**config.mk**
```make
export PLATFORM = sky130hd
export DESIGN_NAME = digit_serial_add_sub
export DESIGN_NICKNAME = d
export VERILOG_FILES = /design/src/rtl/digit_serial_add_sub.sv
export SDC_FILE = /design/constraint.sdc
export NUM_CORES = 1
export LEC_CHECK = 0
export ABC_AREA = 1
export BUFFER_PORTS_ARGS = -buffer_cell sky130_fd_sc_hd__buf_2
export CORE_MARGIN = 1
export CORE_UTILIZATION = 35
export CTS_BUF_LIST = sky130_fd_sc_hd__clkbuf_4 sky130_fd_sc_hd__clkbuf_8
export DETAILED_ROUTE_END_ITERATION = 7
export MAX_ROUTING_LAYER = met4
export PLACE_DENSITY = 0.54
export SETUP_SLACK_MARGIN = 0.02
export SLEW_MARGIN = 20
export SYNTH_ARGS = -nofsm -noshare
export SYNTH_HDL_FRONTEND = slang
export SYNTH_SLANG_ARGS = --single-unit
```
**constraint.sdc**
```tcl
create_clock -name i_clock -period 4.55 [get_ports i_clock]
set_input_delay 0.6825 -clock i_clock [delete_from_list [all_inputs] [get_ports i_clock]]
set_output_delay 0.6825 -clock i_clock [all_outputs]
set_load 0.01 [all_outputs]
```
**src/rtl/digit_serial_add_sub.sv**
```systemverilog
// Digit-serial adder/subtractor: N-bit operands handled K bits per clock with the
// carry/borrow held in a register between digits, plus start/busy/done handshake.
module digit_serial_add_sub #(
  parameter int N = 8,
  parameter int K = 4
) (
  input  logic         i_clock,
  input  logic         i_reset,
  input  logic         i_start,
  input  logic         i_mode,
  input  logic [N-1:0] i_a,
  input  logic [N-1:0] i_b,
  output logic         o_busy,
  output logic         o_done,
  output logic [N-1:0] o_result,
  output logic         o_carry,
  output logic         o_overflow,
  output logic         o_zero
);

  localparam int D  = N / K;
  localparam int IW = (D > 1) ? $clog2(D) : 1;
  localparam logic [IW-1:0] LAST = IW'(D - 1);

  generate
    if (N < 1 || K < 1 || K > N || (N % K) != 0) begin : g_bad_params
      $error("digit_serial_add_sub: need 1 <= K <= N and N %% K == 0");
    end
  endgenerate

  typedef enum logic [1:0] {IDLE, RUN, DONE} state_t;

  state_t         state_q, state_d;
  logic [IW-1:0]  idx_q, idx_d;
  logic           carry_q, carry_d;
  logic           mode_q, mode_d;
  logic [N-1:0]   a_q, a_d;
  logic [N-1:0]   b_q, b_d;
  logic           a_sign_q, a_sign_d;
  logic           b_sign_q, b_sign_d;
  logic [N-1:0]   acc_q, acc_d;
  logic           busy_q, busy_d;
  logic           done_q, done_d;
  logic [N-1:0]   result_q, result_d;
  logic           carry_out_q, carry_out_d;
  logic           overflow_q, overflow_d;
  logic           zero_q, zero_d;

  logic [K:0]     digit;
  logic [N+K-1:0] acc_cat;

  // Operands shift right one digit per RUN cycle so the low digit is always at
  // bit 0; the accumulator fills from the top and is complete after D shifts.
  always_comb begin
    state_d     = state_q;
    idx_d       = idx_q;
    carry_d     = carry_q;
    mode_d      = mode_q;
    a_d         = a_q;
    b_d         = b_q;
    a_sign_d    = a_sign_q;
    b_sign_d    = b_sign_q;
    acc_d       = acc_q;
    result_d    = result_q;
    carry_out_d = carry_out_q;
    overflow_d  = overflow_q;
    zero_d      = zero_q;

    if (mode_q)
      digit = {1'b0, a_q[K-1:0]} + {1'b0, b_q[K-1:0]} + {{K{1'b0}}, carry_q};
    else
      digit = {1'b0, a_q[K-1:0]} - {1'b0, b_q[K-1:0]} - {{K{1'b0}}, carry_q};
    acc_cat = {digit[K-1:0], acc_q};

    case (state_q)
      IDLE, DONE: begin
        if (i_start) begin
          state_d  = RUN;
          idx_d    = '0;
          carry_d  = 1'b0;
          mode_d   = i_mode;
          a_d      = i_a;
          b_d      = i_b;
          a_sign_d = i_a[N-1];
          b_sign_d = i_b[N-1];
          acc_d    = '0;
        end else begin
          state_d = IDLE;
        end
      end
      RUN: begin
        acc_d   = acc_cat[N+K-1:K];
        carry_d = digit[K];
        a_d     = a_q >> K;
        b_d     = b_q >> K;
        idx_d   = idx_q + 1'b1;
        if (idx_q == LAST) begin
          state_d     = DONE;
          result_d    = acc_d;
          carry_out_d = digit[K];
          zero_d      = (acc_d == '0);
          if (mode_q)
            overflow_d = (a_sign_q == b_sign_q) && (acc_d[N-1] != a_sign_q);
          else
            overflow_d = (a_sign_q != b_sign_q) && (acc_d[N-1] != a_sign_q);
        end
      end
      default: state_d = IDLE;
    endcase

    busy_d = (state_d == RUN);
    done_d = (state_d == DONE);
  end

  always_ff @(posedge i_clock) begin
    if (i_reset) begin
      state_q     <= IDLE;
      idx_q       <= '0;
      carry_q     <= 1'b0;
      mode_q      <= 1'b0;
      a_q         <= '0;
      b_q         <= '0;
      a_sign_q    <= 1'b0;
      b_sign_q    <= 1'b0;
      acc_q       <= '0;
      busy_q      <= 1'b0;
      done_q      <= 1'b0;
      result_q    <= '0;
      carry_out_q <= 1'b0;
      overflow_q  <= 1'b0;
      zero_q      <= 1'b0;
    end else begin
      state_q     <= state_d;
      idx_q       <= idx_d;
      carry_q     <= carry_d;
      mode_q      <= mode_d;
      a_q         <= a_d;
      b_q         <= b_d;
      a_sign_q    <= a_sign_d;
      b_sign_q    <= b_sign_d;
      acc_q       <= acc_d;
      busy_q      <= busy_d;
      done_q      <= done_d;
      result_q    <= result_d;
      carry_out_q <= carry_out_d;
      overflow_q  <= overflow_d;
      zero_q      <= zero_d;
    end
  end

  assign o_busy     = busy_q;
  assign o_done     = done_q;
  assign o_result   = result_q;
  assign o_carry    = carry_out_q;
  assign o_overflow = overflow_q;
  assign o_zero     = zero_q;

endmodule

```
# --- Word-level counts from Yosys, hierarchy flattened ---
# Index checks and enable logic that the tools add are counted.
totals:
  register_bits: 44
  in_bits: 20
  output_inout_bits: 13
  wordCells: 51
op_classes:
  addsub: 5
  n_eq_ne: 8
  mux: 14
  reduce_logical: 9
op_table:
  columns: ["cell", "n"]
  rows:
  - ["$pmux W8 S2", 3]
  - ["$mux W8", 3]
  - ["$logic_not A8 Y1", 1]
  - ["$reduce_and A2 Y1", 3]
  - ["$add A4 B4 Y5", 1]
  - ["$add A5 B1 Y5", 1]
  - ["$mux W5", 1]
  - ["$sub A4 B4 Y5", 1]
  - ["$sub A5 B1 Y5", 1]
  - ["$eq A2 B1 Y1 const B", 2]
  - ["$eq A2 B2 Y1 const B", 2]
  - ["$pmux W1 S2", 2]
  - ["$pmux W2 S2", 1]
  - ["$mux W1", 3]
  - ["$logic_and A1 B1 Y1", 2]
  - ["$logic_not A2 Y1", 1]
  - ["$mux W2", 1]
  - ["$ne A1 B1 Y1", 2]
  - ["$ne A2 B2 Y1 const B", 1]
  - ["$reduce_bool A2 Y1", 1]
  - ["$reduce_or A2 Y1", 1]
  - ["$add A1 B1 Y1 const B", 1]
  - ["$eq A1 B1 Y1", 1]

# --- Depth between registers and ports, before layout ---
depth:
  ltp_word: 6
  mapped_depth: 11

# --- Worst setup path before layout ---
# OpenSTA, ideal clock, no wires.
synth_timing:
  kind: "flip-flop to flip-flop"
  startpoint: "register carry_q"
  endpoint: "register zero_q (netlist: o_zero)"
  setup_ns: 0.067
  arrival_ns: 1.832
  path_slack_ns: 2.651
  stages_incl_launch_ff: 11
  path_cell_list: "dfxtp_1 > fa_1 > fa_1 > nand2_2 > o21ai_2 > or2_4 > nand2_2 > nand2_2 > nor2_2 > nand2_1 > a21oi_2"
synth_between:
  elab_chain_cells: 3
  elab_cells_between_ends: 4
  classes_between: "add/sub (2); mux (1); reduce/logical (1)"
synth_lines:
  columns: ["item", "line_no", "rtl"]
  rows:
  - ["start: declaration", "35", "logic carry_q, carry_d;"]
  - ["start signal: assignment", "135", "carry_q <= carry_d;"]
  - ["$sub A5 B1 Y5 or $add A5 B1 Y5 (tied branches)", "72, 70", null]
  - ["$mux W5 *", "69", "if (mode_q)"]
  - ["$logic_not A8 Y1 *", "101", "zero_d = (acc_d == '0);"]
  - ["end signal: assignment", "147", "zero_q <= zero_d;"]
  - ["end: declaration", "47", "logic zero_q, zero_d;"]
# Every way passes the cells marked *; elsewhere a longest branch is shown, timed or not.
# A chain may end at the register's enable or synchronous reset.

# --- Final worst setup path ---
# Same ends and word-level chain as after synthesis.

==> impl_metrics.py <==
metrics = {
    "run_status": {
        "status": "finished clean",
    },
    "timing": {
        "fin_ws_ps": 2380,
        "max_freq_mhz": 461,
        "finalSetupViolCount": 0,
        "worst_pin_slew_ps": 582,
        "max-slew-margin-rel_pct": 61.1,
        "rsz0062_at_grt": "no",
        "hold_viol": 0,
        "finClkSkew_ps": 3.57,
        "setup-tns-final_ps": 0,
        "period_share_pct": 47.7,
        "period_minus_slack_ps": 2170,
        "maxSlewViolCount": 0,
    },
    "clocking": {
        "clockBufferDepth": 2,
        "clk_pin_slew_ps": 70,
        "cts_setup_buffers": 0,
        "cts_resized": 0,
        "cts_tree": "built",
        "insertion_delay_ps": 290,
        "cts_inserted_buffers": 5,
        "h-tree-depth": 2,
        "cts_root_buf": "clkbuf_8",
        "cts-hold-fix-buffers": 0,
        "cts.sinks": 40,
    },
    "synth": {
        "synth-async-reset-ratio_pct": 0,
        "yosysSeqAreaShare_pct": 41.4,
        "syn_inst": 248,
        "ys_ff_latch": 40,
        "syn_nets": 281,
        "syn_avg_cell_area_um2": 7.80,
        "synth_area_um2": 1940,
        "ys_warn_count": 0,
        "ys_types": 33,
        "synth-edff-count": 0,
        "ys.flop_type": "dfxtp_1",
    },
    "placed_design": {
        "dp_hpwl_um": 3220,
        "port_buffers": 32,
        "dp_slack_ps": 2390,
        "place_congestion": 0.747,
        "dp_cells": 341,
    },
    "power_and_ir_drop": {
        "switchingPower_mw": 0.270,
        "power_leakage_nw": 1.00,
        "switching_share_pct": 31.4,
        "p_int_mw": 0.589,
        "p_per_area_nw_per_um2": 387,
        "ir_drop_v": 0.000225,
        "clkPwrFrac_pct": 29.1,
        "power_frac_comb_pct": 24.8,
        "p_seq_share_pct": 46.1,
    },
    "finish": {
        "finish.utilization_pct": 42.7,
        "final_cell_mix": "56 x nand2_1, 40 x dfxtp_1, 32 x buf_2",
        "fin_nets": 311,
        "syn2layout_area_growth_pct": 14.7,
        "final_common_cell": "nand2_1",
        "final_layout_size_suffix_gt1_share_pct": 19.4,
        "instances_no_fill": 348,
        "diodes": 0,
    },
    "global_route": {
        "grt_pass1_vias": 1608,
        "grt_pass1_wl_um": 7630,
        "grt_max_degree": 23,
        "overflow": 0,
        "antenna_found_initial": 0,
        "grt_usage_pct": 17.0,
    },
    "worst_setup_path": {
        "reg2reg_from": "carry_q",
        "end_kind": "register",
        "cp-startpoint": "carry_q",
        "cp_max_fo": 3,
        "required_ps": 4780,
        "path_class": "reg -> reg",
        "critPathArrivalTime_ps": 2400,
        "cp-start-kind": "register",
    },
    "flow_run": {
        "maxCapViolations": 0,
    },
    "floorplan": {
        "dieArea_um2": 5830,
        "die_x_um": 76.4,
        "coreArea_um2": 5200,
        "num_io_pins": 33,
        "fp-row-count": 26,
        "initial_utilization_pct": 37.2,
        "dieHeight_um": 76.4,
    },
    "worst_hold_path": {
        "min-delay-start": "idx_q",
        "hold_path_class": "reg -> reg",
    },
    "drt": {
        "via_count": 1651,
        "first_pass_iters": 4,
        "wire_per_inst_um": 12.5,
        "ant_nets": 0,
        "viasPerCell": 4.74,
        "drt_wl_total_um": 4350,
        "first_iter_violations": 64,
        "drc": 0,
    },
}
state kept, by name, indices dropped and copies added (netlist names):
name,flops
o_result,8
o_overflow,1
carry_q,1
a_sign_q,1
mode_q,1
a_q,8
idx_q,1
o_busy,1
state_q,2
o_done,1
acc_q,4
b_q,8
o_zero,1
o_carry,1
b_sign_q,1
kinds of logic after synthesis:
group	share of synthesized area, %
AND/OR/NAND/NOR	25.7
AO/OA/AOI/OAI	14.5
flip-flops	41.4
buffers and inverters	7.63
adder cells (fa/ha/maj)	9.96
XOR/XNOR	0.905
power by group through the flow:
stage | combinational (mW) | sequential [mW] | clock (mW)
after floorplan | 0.167 | 0.399 | 0
after global placement | 0.211 | 0.405 | 0
after detailed placement | 0.213 | 0.404 | 0
after CTS | 0.214 | 0.396 | 0.257
after global routing | 0.248 | 0.400 | 0.272
final | 0.213 | 0.396 | 0.250
worst max-delay path, cell delays in order (launching register included):
cell and delay (ps):
dfxtp_1 340, fa_1 560, inv_1 60, ha_1 170
o21ai_0 340, nand2_1 120, nand2_1 100, nand3_2 90
nand2_1 110, nand2_1 100, a21oi_2 110
final timing paths:
kind | end | slack (ps) | cells after the start
worst min-delay path | idx_q | 460 | 2
worst max register to register | o_zero | 2380 | 10
worst min register to register | idx_q | 460 | 2
worst max-delay path | o_zero | 2380 | 10
area by class of cell:
cell class                      count  area [µm²]
Clock buffer                        7        96.3
Fill cell                         557        2980
Inverter                           23        88.8
Multi-Input combinational cell    176         987
Sequential cell                    40         801
Tap cell                           70        87.6
Timing Repair Buffer               32         160
routing by layer:
metal	share of wire [%]	GRT usage, %	vias to the layer above	routed length (µm)
li1	-	-	873	-
met1	52	22.8	746	2280
met2	43	25.0	25	1870
met3	3.1	3.59	7	134
met4	1.4	5.96	0	63
met5	0	-	-	0
cell usage after synthesis (4+ instances only):
library cell  instances  area [µm²]
a211oi_1              4        30.0
a21oi_1              23         115
dfxtp_1              40         801
fa_1                  4        80.1
ha_1                  9         113
inv_1                18        67.6
nand2_1              56         210
nand3_1              17        85.1
nor2_1               20        75.1
nor3_1                8        40.0
o21ai_0              14        70.1
o221ai_1              4        35.0
per-stage QoR:
stage          power, mW  instance area, µm²  hold slack, ps
2_1_floorplan      0.566                1940             436
3_3_place_gp       0.616                2120             453
3_5_place_dp       0.617                2120             457
4_1_cts            0.867                2220             468
5_1_grt            0.920                2220             499
6_report           0.859                2220             461
Power figures use the tool's default switching activity.
